===== src/rtl/unary_add_driver.sv =====
// rtl/unary_add_driver.sv - host driver that feeds a unary accumulator and counts its drain back to binary
module unary_add_driver #(
    parameter int WIDTH = 8
) (
    input  logic             clk,
    input  logic             rst_n,
    input  logic             in_valid,
    output logic             in_ready,
    input  logic [WIDTH-1:0] in_a,
    input  logic [WIDTH-1:0] in_b,
    output logic             out_valid,
    input  logic             out_ready,
    output logic [WIDTH-1:0] out_sum,
    output logic             out_ovf,
    output logic             A,
    output logic             B,
    output logic             en,
    output logic             read_or_write,
    input  logic             dout,
    input  logic             C,
    output logic             busy
);

    typedef enum logic [2:0] {
        S_IDLE    = 3'd0,
        S_SEND    = 3'd1,
        S_TURN    = 3'd2,
        S_COLLECT = 3'd3,
        S_DONE    = 3'd4
    } state_t;

    state_t           state_q, state_d;
    logic [WIDTH-1:0] ra_q, ra_d;
    logic [WIDTH-1:0] rb_q, rb_d;
    logic [WIDTH-1:0] acc_q, acc_d;
    logic             ovf_q, ovf_d;
    logic [WIDTH-1:0] sum_q, sum_d;
    logic             res_ovf_q, res_ovf_d;

    // A remainder of 0 or 1 is exhausted after the current SEND cycle
    logic last_send;
    assign last_send = (ra_q[WIDTH-1:1] == '0) && (rb_q[WIDTH-1:1] == '0);

    always_ff @(posedge clk or negedge rst_n) begin
        if (!rst_n) begin
            state_q   <= S_IDLE;
            ra_q      <= '0;
            rb_q      <= '0;
            acc_q     <= '0;
            ovf_q     <= 1'b0;
            sum_q     <= '0;
            res_ovf_q <= 1'b0;
        end else begin
            state_q   <= state_d;
            ra_q      <= ra_d;
            rb_q      <= rb_d;
            acc_q     <= acc_d;
            ovf_q     <= ovf_d;
            sum_q     <= sum_d;
            res_ovf_q <= res_ovf_d;
        end
    end

    always_comb begin
        state_d = state_q;
        case (state_q)
            S_IDLE:    if (in_valid) state_d = S_SEND;
            S_SEND:    if (last_send) state_d = S_TURN;
            S_TURN:    state_d = S_COLLECT;
            S_COLLECT: if (!dout) state_d = S_DONE;
            S_DONE:    if (out_ready) state_d = S_IDLE;
            default:   state_d = S_IDLE;
        endcase
    end

    always_comb begin
        ra_d      = ra_q;
        rb_d      = rb_q;
        acc_d     = acc_q;
        ovf_d     = ovf_q;
        sum_d     = sum_q;
        res_ovf_d = res_ovf_q;
        case (state_q)
            S_IDLE: begin
                if (in_valid) begin
                    ra_d  = in_a;
                    rb_d  = in_b;
                    acc_d = '0;
                    ovf_d = 1'b0;
                end
            end
            S_SEND: begin
                if (ra_q != '0) ra_d = ra_q - WIDTH'(1);
                if (rb_q != '0) rb_d = rb_q - WIDTH'(1);
                ovf_d = ovf_q | C;
            end
            // The carry from the final SEND cycle only becomes visible here
            S_TURN: ovf_d = ovf_q | C;
            S_COLLECT: begin
                if (dout) begin
                    acc_d = acc_q + WIDTH'(1);
                end else begin
                    sum_d     = acc_q;
                    res_ovf_d = ovf_q;
                end
            end
            default: ;
        endcase
    end

    always_comb begin
        in_ready      = 1'b0;
        out_valid     = 1'b0;
        en            = 1'b0;
        read_or_write = 1'b0;
        A             = 1'b0;
        B             = 1'b0;
        busy          = 1'b0;
        case (state_q)
            S_IDLE: in_ready = 1'b1;
            S_SEND: begin
                en   = 1'b1;
                busy = 1'b1;
                A    = (ra_q != '0);
                B    = (rb_q != '0);
            end
            S_TURN, S_COLLECT: begin
                en            = 1'b1;
                read_or_write = 1'b1;
                busy          = 1'b1;
            end
            S_DONE:  out_valid = 1'b1;
            default: ;
        endcase
    end

    assign out_sum = sum_q;
    assign out_ovf = res_ovf_q;

endmodule


===== config.mk =====
export PLATFORM = sky130hd
export DESIGN_NAME = unary_add_driver
export DESIGN_NICKNAME = d
export VERILOG_FILES = /design/src/rtl/unary_add_driver.sv
export SDC_FILE = /design/constraint.sdc
export NUM_CORES = 1
export LEC_CHECK = 0
export CAP_MARGIN = 5
export CORE_MARGIN = 2
export CORE_UTILIZATION = 35
export DETAILED_ROUTE_END_ITERATION = 10
export PLACE_DENSITY = 0.59
export SYNTH_ARGS = -nofsm -noshare
export SYNTH_HDL_FRONTEND = slang
export SYNTH_SLANG_ARGS = --single-unit

===== constraint.sdc =====
create_clock -name clk -period 2.3 [get_ports clk]
set_input_delay 0.46 -clock clk [delete_from_list [all_inputs] [get_ports clk]]
set_output_delay 0.46 -clock clk [all_outputs]
set_load 0.03 [all_outputs]

After elaboration in Yosys (flattened, before gate mapping). Cells that the tools add are included.

Order comparisons: 0. Multipliers: 0. $add $sub $neg: 3. Divide/modulo/power cells: 0. Muxes and demuxes: 22. Bitwise logic cells: 2. Shift operators: 0. Equal/unequal tests: 11. Reduce and logical (&&, ||, !) cells: 18.

Operators with widths (number): 2-to-1 mux 8 bit (6); case mux 8 bit (2 select lines) (3); nonzero test 8 bit (2); subtractor 8 x 1 -> 8 bit (second input constant) (2); case mux 3 bit (5 select lines) (1); logical NOT 7 bit (2); != test 2 bit (second input constant) (7); 2-to-1 mux 3 bit (4); AND reduction 3 bit (3); adder 8 x 1 -> 8 bit (second input constant) (1); 2-to-1 mux 1 bit (7); equality test 3 x 2 -> 1 bit (second input constant) (2); nonzero test 2 bit (3); AND reduction 2 bit (2); AND reduction 4 bit (1); OR reduction 2 bit (2); equality test 3 x 1 -> 1 bit (second input constant) (1); equality test 3 bit (second input constant) (1); logical NOT 3 bit (1); OR reduction 3 bit (1); case mux 1 bit (2 select lines) (1); logical AND 1 bit (1); inverter 1 bit (1); bitwise OR 1 bit (1).

Flip-flop bits (word level): 37. Memories: 0. Logic and storage cells: 63. Bits in writable memories: 0. Bits in read-only memories: 0. Output and inout bits: 16. Bits in latches: 0.

Logic depth before layout (Yosys ltp). Gate-level depths: netlist (run 1).

Depth after elaboration: 4. Depth in mapped cells: 7. Mapped depth without buffers: 6.

Least setup slack after synthesis (run 1). Ideal clock, no wire load.

Path type: flip-flop to flip-flop. Start: register state_q[1]. End: register res_ovf_q, in the netlist out_ovf. Arrival: 1850 ps. Slack: 325 ps. Setup time: 125 ps. Clock period less this slack: 1975 ps. Stages on the path, launching flop included: 6. Cell sequence: dfrtp_1 buf_2 nor2b_1 nor3b_1 buf_2 mux2_2.

Cells in the longest elaborated chain, start to end: 2.

RTL lines: start, declared (RTL line 32) `state_t state_q, state_d;`; start signal, assigned (RTL line 54) `state_q <= state_d;`; equality test 3 x 2 -> 1 bit (RTL line 83) `case (state_q)`; AND reduction 2 bit (no source line); end signal, assigned (RTL line 60) `res_ovf_q <= res_ovf_d;`; end, declared (RTL line 38) `logic res_ovf_q, res_ovf_d;`.

Every way passes these cells. A chain may end at the register's enable or synchronous reset.

Final worst setup path (run 1).
Start: register state_q[1]. End: output B.

Cells in the longest elaborated chain, start to end: 2.

RTL lines: equality test 3 x 1 -> 1 bit (RTL line 119) `case (state_q)`; 2-to-1 mux 1 bit (RTL line 119); end, declared (RTL line 16) `output logic B,`.

Every way passes these cells.

==> impl_results.md, run 1 <==
* Outcome: finished, final reports clean
* # placed instances at 315
* Synthesized area at 2067 sq um
* Leakage power at 1.148 nW
* Switch share at 40.37%
* Slew Limit Fails at 0
* Die X at 80.85 microns
* Top-area cell type share of the netlist area at 44.79%
* Share of layout cells above drive strength 1 at 16.40%
* Worst-skew pair later-pin latency at 0.29 ns
* Worst Setup Start Kind: flop
* HPWL after detailed placement at 3361 microns
* ANT cells at 0
* Period utilization at 97.05%
* Die area at 6537 sq um
* P_int at 1.765 mW
* Syn Nets at 237
* Place WS at 0.2852 ns
* Max VDD drop at 0.4122 mV
* Initial antenna violation count at 0
* Max-slew headroom at 43.49%
* Register area share after synthesis at 44.79%
* Gpl congestion at 0.7833
* Placed standard-cell area at 2514 sq um
* Worst setup EP type: output pin
* Post-Route WL at 4730 microns
* Post-CTS setup buffer count at 0
* Actual slew at the worst max-slew pin at 0.8476 ns
* Starting Density at 36.86%
* # hold bufs at CTS at 0
* Area occupied by multi-input gates at 1042 sq um
* Slowest CP cell: dfrtp_2
* Combinational power share at 46.2%
* Worst Hold Margin at 0.2703 ns
* Total grt overflow at 0
* Final min period at 2.232 ns
* Seq. cell area at 928.4 sq um
* Number of synthesized register bits at 37
* Final hold vios at 0
* Die Y at 80.85 microns
* CP Class: reg -> out
* Register share of total power at 35.3%
* Layout area overhead at 26.94%
* Total Negative Setup Slacks at 0 ns
* Setup WS post-layout at 0.06792 ns
* Antenna-violating nets left at 0
* CP arrival at 1.77 ns
* Type of the worst min-delay path: in -> async
* Max_cap viols at 0
* Top Metal Used: met4
* Pin count of the biggest net entering global routing at 38
* Tot Pwr at 2.959 mW
* Most numerous cell in the Yosys netlist: dfrtp_1
* Req. time, crit path at 1.84 ns
* Violation count after the first detailed-route iteration at 77
* Util after Layout at 46.79%
* CP cell instances: or3b_1 -> a41oi_4 -> buf_4
* Highest clock rate at 448.0 MHz
* Switch Pwr at 1.195 mW
* DRT met1 WL at 2239 microns
* Fill cells at 559
* Cell Rows at 27
* Part of the power in the clock network at 18.4%
* # setup viols final at 0
* Yosys Warn Count at 0
* CTS max path bufs at 2
* Family with the most delay on the worst path: flip-flops
* Vias in the first global route at 1717
* Core area at 5608 sq um
* Post-synthesis cell type count at 53
* DR pass1 iterations at 4
* CTS clk-pin slew, worst paths at 0.07 ns
* Synth Area per Inst at 9.843 sq um
* Power Density at 1128 nW/um^2
* Area contributors post-synth: dfrtp_1 45%, mux2_2 6.0%, nand2_1 3.8%, nor2_1 3.1%, ha_1 3.0%
* H-tree depth at 2
* Worst Skew at 0.004154 ns
* Met2 WL post-DR at 2209 microns
* Synth top cells by count: 37 x dfrtp_1, 21 x nand2_1, 17 x nor2_1
* Post-DR vias/cell at 5.329
* DRC viols at 0
* PortBufs at 37
* CTS sink count at 37
* Crit path buf inv count at 1
* Root buf cell: clkbuf_8
* Dominant cell type by area after synthesis: dfrtp_1
* GRT Total Usage at 15.57%
* Num ports at 38
* Num CTS Buffers at 5
* Synthesized instance count at 210
* Avg WL per Cell at 14.69 microns
* Crit-path max cell delay at 0.50 ns
* Final instance area at 2624 sq um
* CTS tree: yes
* DR WL met3 at 204 microns
* Async set-reset flop share out of synthesis at 100.0%
* Most used flip-flop cell after synthesis: dfrtp_1
* Unrepaired setup endpoints after global routing: no
* CP max FO at 12
* Post-route insts no fill at 322
* First-pass GRT wire length at 7790 microns
* Via Count at 1716
* Nets at 277
* EDFF count, synth at 0
## path summary, 6_finish.rpt
kind	startpoint	endpoint	slack, ns	depth (start not counted)
max	state_q[1]	B	0.07	3
max in group asynchronous	rst_n	state_q[1]	1.44	1
min	rst_n	rb_q[6]	0.27	1
max reg2reg	state_q[1]	rb_q[1]	0.45	4
min reg2reg	out_sum[4]	out_sum[4]	0.51	1
min in group clk	out_sum[4]	out_sum[4]	0.51	1
## cells in the final DEF (no fill, tap or decap), drive strengths merged, types with 2 or more instances in the layout
cell	synthesis	final
xor2	6	6
inv	10	10
a31oi	3	3
clkbuf	4	5
a22oi	3	3
o211ai	3	3
o21ai	10	10
mux2	12	12
nor2	18	18
nand3	9	9
o2bb2ai	2	2
a21oi	7	7
buf	8	11
or4	3	3
nor3	6	6
ha	5	5
o221ai	4	4
clkdlybuf4s50	0	33
nor3b	2	2
and3	5	5
dfrtp	37	37
a2bb2oi	2	2
nand4	3	3
o22a	2	2
nor4	4	4
nand2b	2	2
nand2	21	21
## final cells by class
| cell class | instances | share of cell area, % |
|---|---|---|
| Inverter | 10 | 1.526 |
| Sequential cell | 37 | 35.38 |
| Clock buffer | 5 | 2.623 |
| Timing Repair Buffer | 45 | 15.98 |
| Multi-Input combinational cell | 151 | 39.72 |
| Tap cell | 72 | 3.433 |
| Clock inverter | 2 | 1.335 |
## worst register-to-register path, stage by stage, from the launching register on
cell,delay (ns)
dfrtp_2,0.50
or3b_1,0.47
a41oi_4,0.30
nor2_2,0.16
mux2_4,0.32
## power groups by stage
stage	registers, mW	logic [mW]	clock network, mW
CTS	1.04	1.38	0.557
detailed placement	1.04	1.37	0
global placement	1.04	1.35	0
global route	1.07	1.53	0.581
finish	1.05	1.37	0.545
floorplan	0.984	1.06	0
## sequential cells by signal (all words and copies together), names as in the netlist
signal	cells
ra_q	8
out_ovf	1
rb_q	8
acc_q	8
state_q	3
out_sum	8
ovf_q	1
## metal layers
layer / GRT usage, % / up-vias
li1: - / 847
met1: 20.08 / 827
met2: 25.21 / 35
met3: 3.889 / 7
met4: 5.932 / 0
met5: 0 / -
## what timing repair did
| action | in CTS | in global routing |
|---|---|---|
| gates resized for setup | 3 | 1 |
| setup endpoints to repair | 4 | 1 |
| gates cloned | 0 | 0 |
## cell families after synthesis
| family | count (synthesis) | share of synthesized area [%] |
|---|---|---|
| multiplexers | 12 | 6.719 |
| XOR/XNOR | 6 | 2.542 |
| flip-flops | 37 | 44.79 |
| AND/OR/NAND/NOR | 81 | 20.76 |
| AO/OA/AOI/OAI | 47 | 16.89 |
| buffers and inverters | 22 | 5.266 |
| adder cells (fa/ha/maj) | 5 | 3.027 |
Power figures use the tool's default switching activity.
==> run 2, diff against run 1 <==
Settings changed: RECOVER_POWER set to 100.
==> impl_results.md, run 2 (synthesis gave the netlist of run 1 again) <==
* CTS clk-pin slew, worst paths at 0.07 ns (about the same)
* Gpl congestion at 0.7833 (unchanged)
* Highest clock rate at 453.2 MHz (+1.2%)
* Type of the worst min-delay path: in -> async
* R2R Setup Slk at 0.26 ns (-0.19 ns)
* Final hold vios at 0 (unchanged)
* Slowest CP cell: dlygate4sd3_1
* HPWL after detailed placement at 3361 microns (unchanged)
* Layout area overhead at 25.42%
* Max VDD drop at 0.4105 mV (-0.40%)
* Crit path buf inv count at 1 (unchanged)
* Post-CTS setup buffer count at 0 (unchanged)
* H-tree depth at 2 (unchanged)
* Max_cap viols at 0 (unchanged)
* CP cell instances: nor3_1 -> dlygate4sd3_1
* Crit-path max cell delay at 0.76 ns (+0.26 ns)
* Outcome: finished, final reports clean
* Worst-skew pair later-pin latency at 0.29 ns (about the same)
* Worst setup EP type: output pin
* Nets at 277 (unchanged)
* Cell Rows at 27 (unchanged)
* # setup viols final at 0 (unchanged)
* Vias in the first global route at 1717 (unchanged)
* Leakage power at 1.167 nW (+1.6%)
* CP max FO at 12 (unchanged)
* PortBufs at 37 (unchanged)
* # placed instances at 315 (unchanged)
* Commonest non-fill, non-tap cell in the layout: dfrtp_1
* GRT Total Usage at 15.57% (unchanged)
* Root buf cell: clkbuf_8
* Family with the most delay on the worst path: buffers and inverters
* Share of layout cells above drive strength 1 at 14.40% (-2.0 points)
* Power Density at 1123 nW/um^2 (-0.39%)
* Total grt overflow at 0 (unchanged)
* CP Class: reg -> out
* Slew Limit Fails at 0 (unchanged)
* Actual slew at the worst max-slew pin at 0.9481 ns (+0.1005 ns)
* CTS max path bufs at 2 (unchanged)
* CP arrival at 1.75 ns (-0.02 ns)
* DRT met1 WL at 2250 microns (+0.49%)
* CTS tree: yes
* DR pass1 iterations at 4 (unchanged)
* Unrepaired setup endpoints after global routing: no
* Avg WL per Cell at 14.77 microns (+0.53%)
* DR WL met3 at 224 microns (+9.8%)
* Post-route insts no fill at 322 (unchanged)
* Violation count after the first detailed-route iteration at 57 (-26%)
* Post-DR vias/cell at 5.317 (-0.23%)
* Max-slew headroom at 36.79% (-6.7 points)
* Top Metal Used: met4
* Req. time, crit path at 1.84 ns (about the same)
* Final min period at 2.206 ns (-0.02576 ns)
* Starting Density at 36.86% (unchanged)
* Worst Setup Start Kind: flop
* Worst Skew at 0.004371 ns (+0.0002171 ns)
* Met2 WL post-DR at 2191 microns (-0.81%)
* Period utilization at 95.93% (-1.1 points)
* CTS sink count at 37 (unchanged)
* Core area at 5608 sq um (unchanged)
* Fill cells at 567 (+1.4%)
* Num ports at 38 (unchanged)
* FF-to-FF Start: rb_q[2]
* Tot Pwr at 2.913 mW (-1.6%)
* Post-Route WL at 4755 microns (+0.53%)
* Num CTS Buffers at 5 (unchanged)
* Worst setup startpoint: state_q[1]
* First-pass GRT wire length at 7790 microns (unchanged)
* Most frequent cells in the layout: 35 x dfrtp_1, 21 x nand2_1, 21 x clkdlybuf4s50_1
* Die area at 6537 sq um (unchanged)
* Via Count at 1712 (-0.23%)
* ANT cells at 0 (unchanged)
* Total Negative Setup Slacks at 0 ns (unchanged)
* Die X at 80.85 microns (unchanged)
* Die Y at 80.85 microns (unchanged)
* Initial antenna violation count at 0 (unchanged)
* DRC viols at 0 (unchanged)
* Pin count of the biggest net entering global routing at 38 (unchanged)
* Antenna-violating nets left at 0 (unchanged)
[run 2: cell types whose count changed in the layout (fill, tap and decap cells not counted), sizes merged]
cell           before  now
clkdlybuf4s50      33   21
dlygate4sd3         0   12
buf                11    6
clkbuf              5   10
[run 2: power by group]
group	switching [mW]	internal, mW	total [mW]
sequential	0.205	0.834	1.04
combinational	0.750	0.576	1.33
clock	0.233	0.315	0.548
total	1.19	1.72	2.91
[run 2: routing by layer]
metal  track usage (%)  vias to the layer above
met5                 0                        -
met4             5.932                        0
met3             3.889                        7
met2             25.21                       38
met1             20.08                      821
li1                  -                      846
[run 2: worst paths after layout]
check / to / depth (start not counted)
setup / recovery: in_ready / 2
min in group clk: out_ovf / 1
max in group asynchronous: state_q[1] / 1
hold / removal: rb_q[6] / 1
hold reg to reg: out_ovf / 1
setup reg to reg: rb_q[1] / 4
[run 2: cell type report]
class                           instances  area, sq um  share of cell area (%)
Inverter                               10        40.04                   1.544
Timing Repair Buffer                   45        405.4                   15.64
Clock buffer                            5        68.82                   2.654
Tap cell                               72        90.09                   3.475
Multi-Input combinational cell        151         1025                   39.53
Sequential cell                        37        928.4                   35.81
Clock inverter                          2        35.03                   1.351
[run 2: worst register-to-register path: cells and delay by family, from the launching register on]
kind	cells	cell delay [ns]
and+or+nand+nor	2	0.89
DFF	1	0.43
muxes	1	0.41
AOI/OAI and AO/OA	1	0.21
[run 2: timing repair]
| item | CTS | global route |
|---|---|---|
| pin swaps | 0 | 0 |
| gates resized for setup | 3 | 1 |
| hold buffers | 0 | 0 |
| setup endpoints to repair | 4 | 1 |
[run 2: metrics by stage]
step	util, %	hold slack [ns]	area [sq um]	setup slack [ns]
after floorplan	-	0.1644	2067	0.3252
after global placement	44.82	0.4910	2514	0.3164
after detailed placement	44.82	0.4960	2514	0.2852
after CTS	46.70	0.2985	2619	0.06571
after global routing	46.23	0.3847	2592	0.02871
final	46.23	0.3005	2592	0.09368
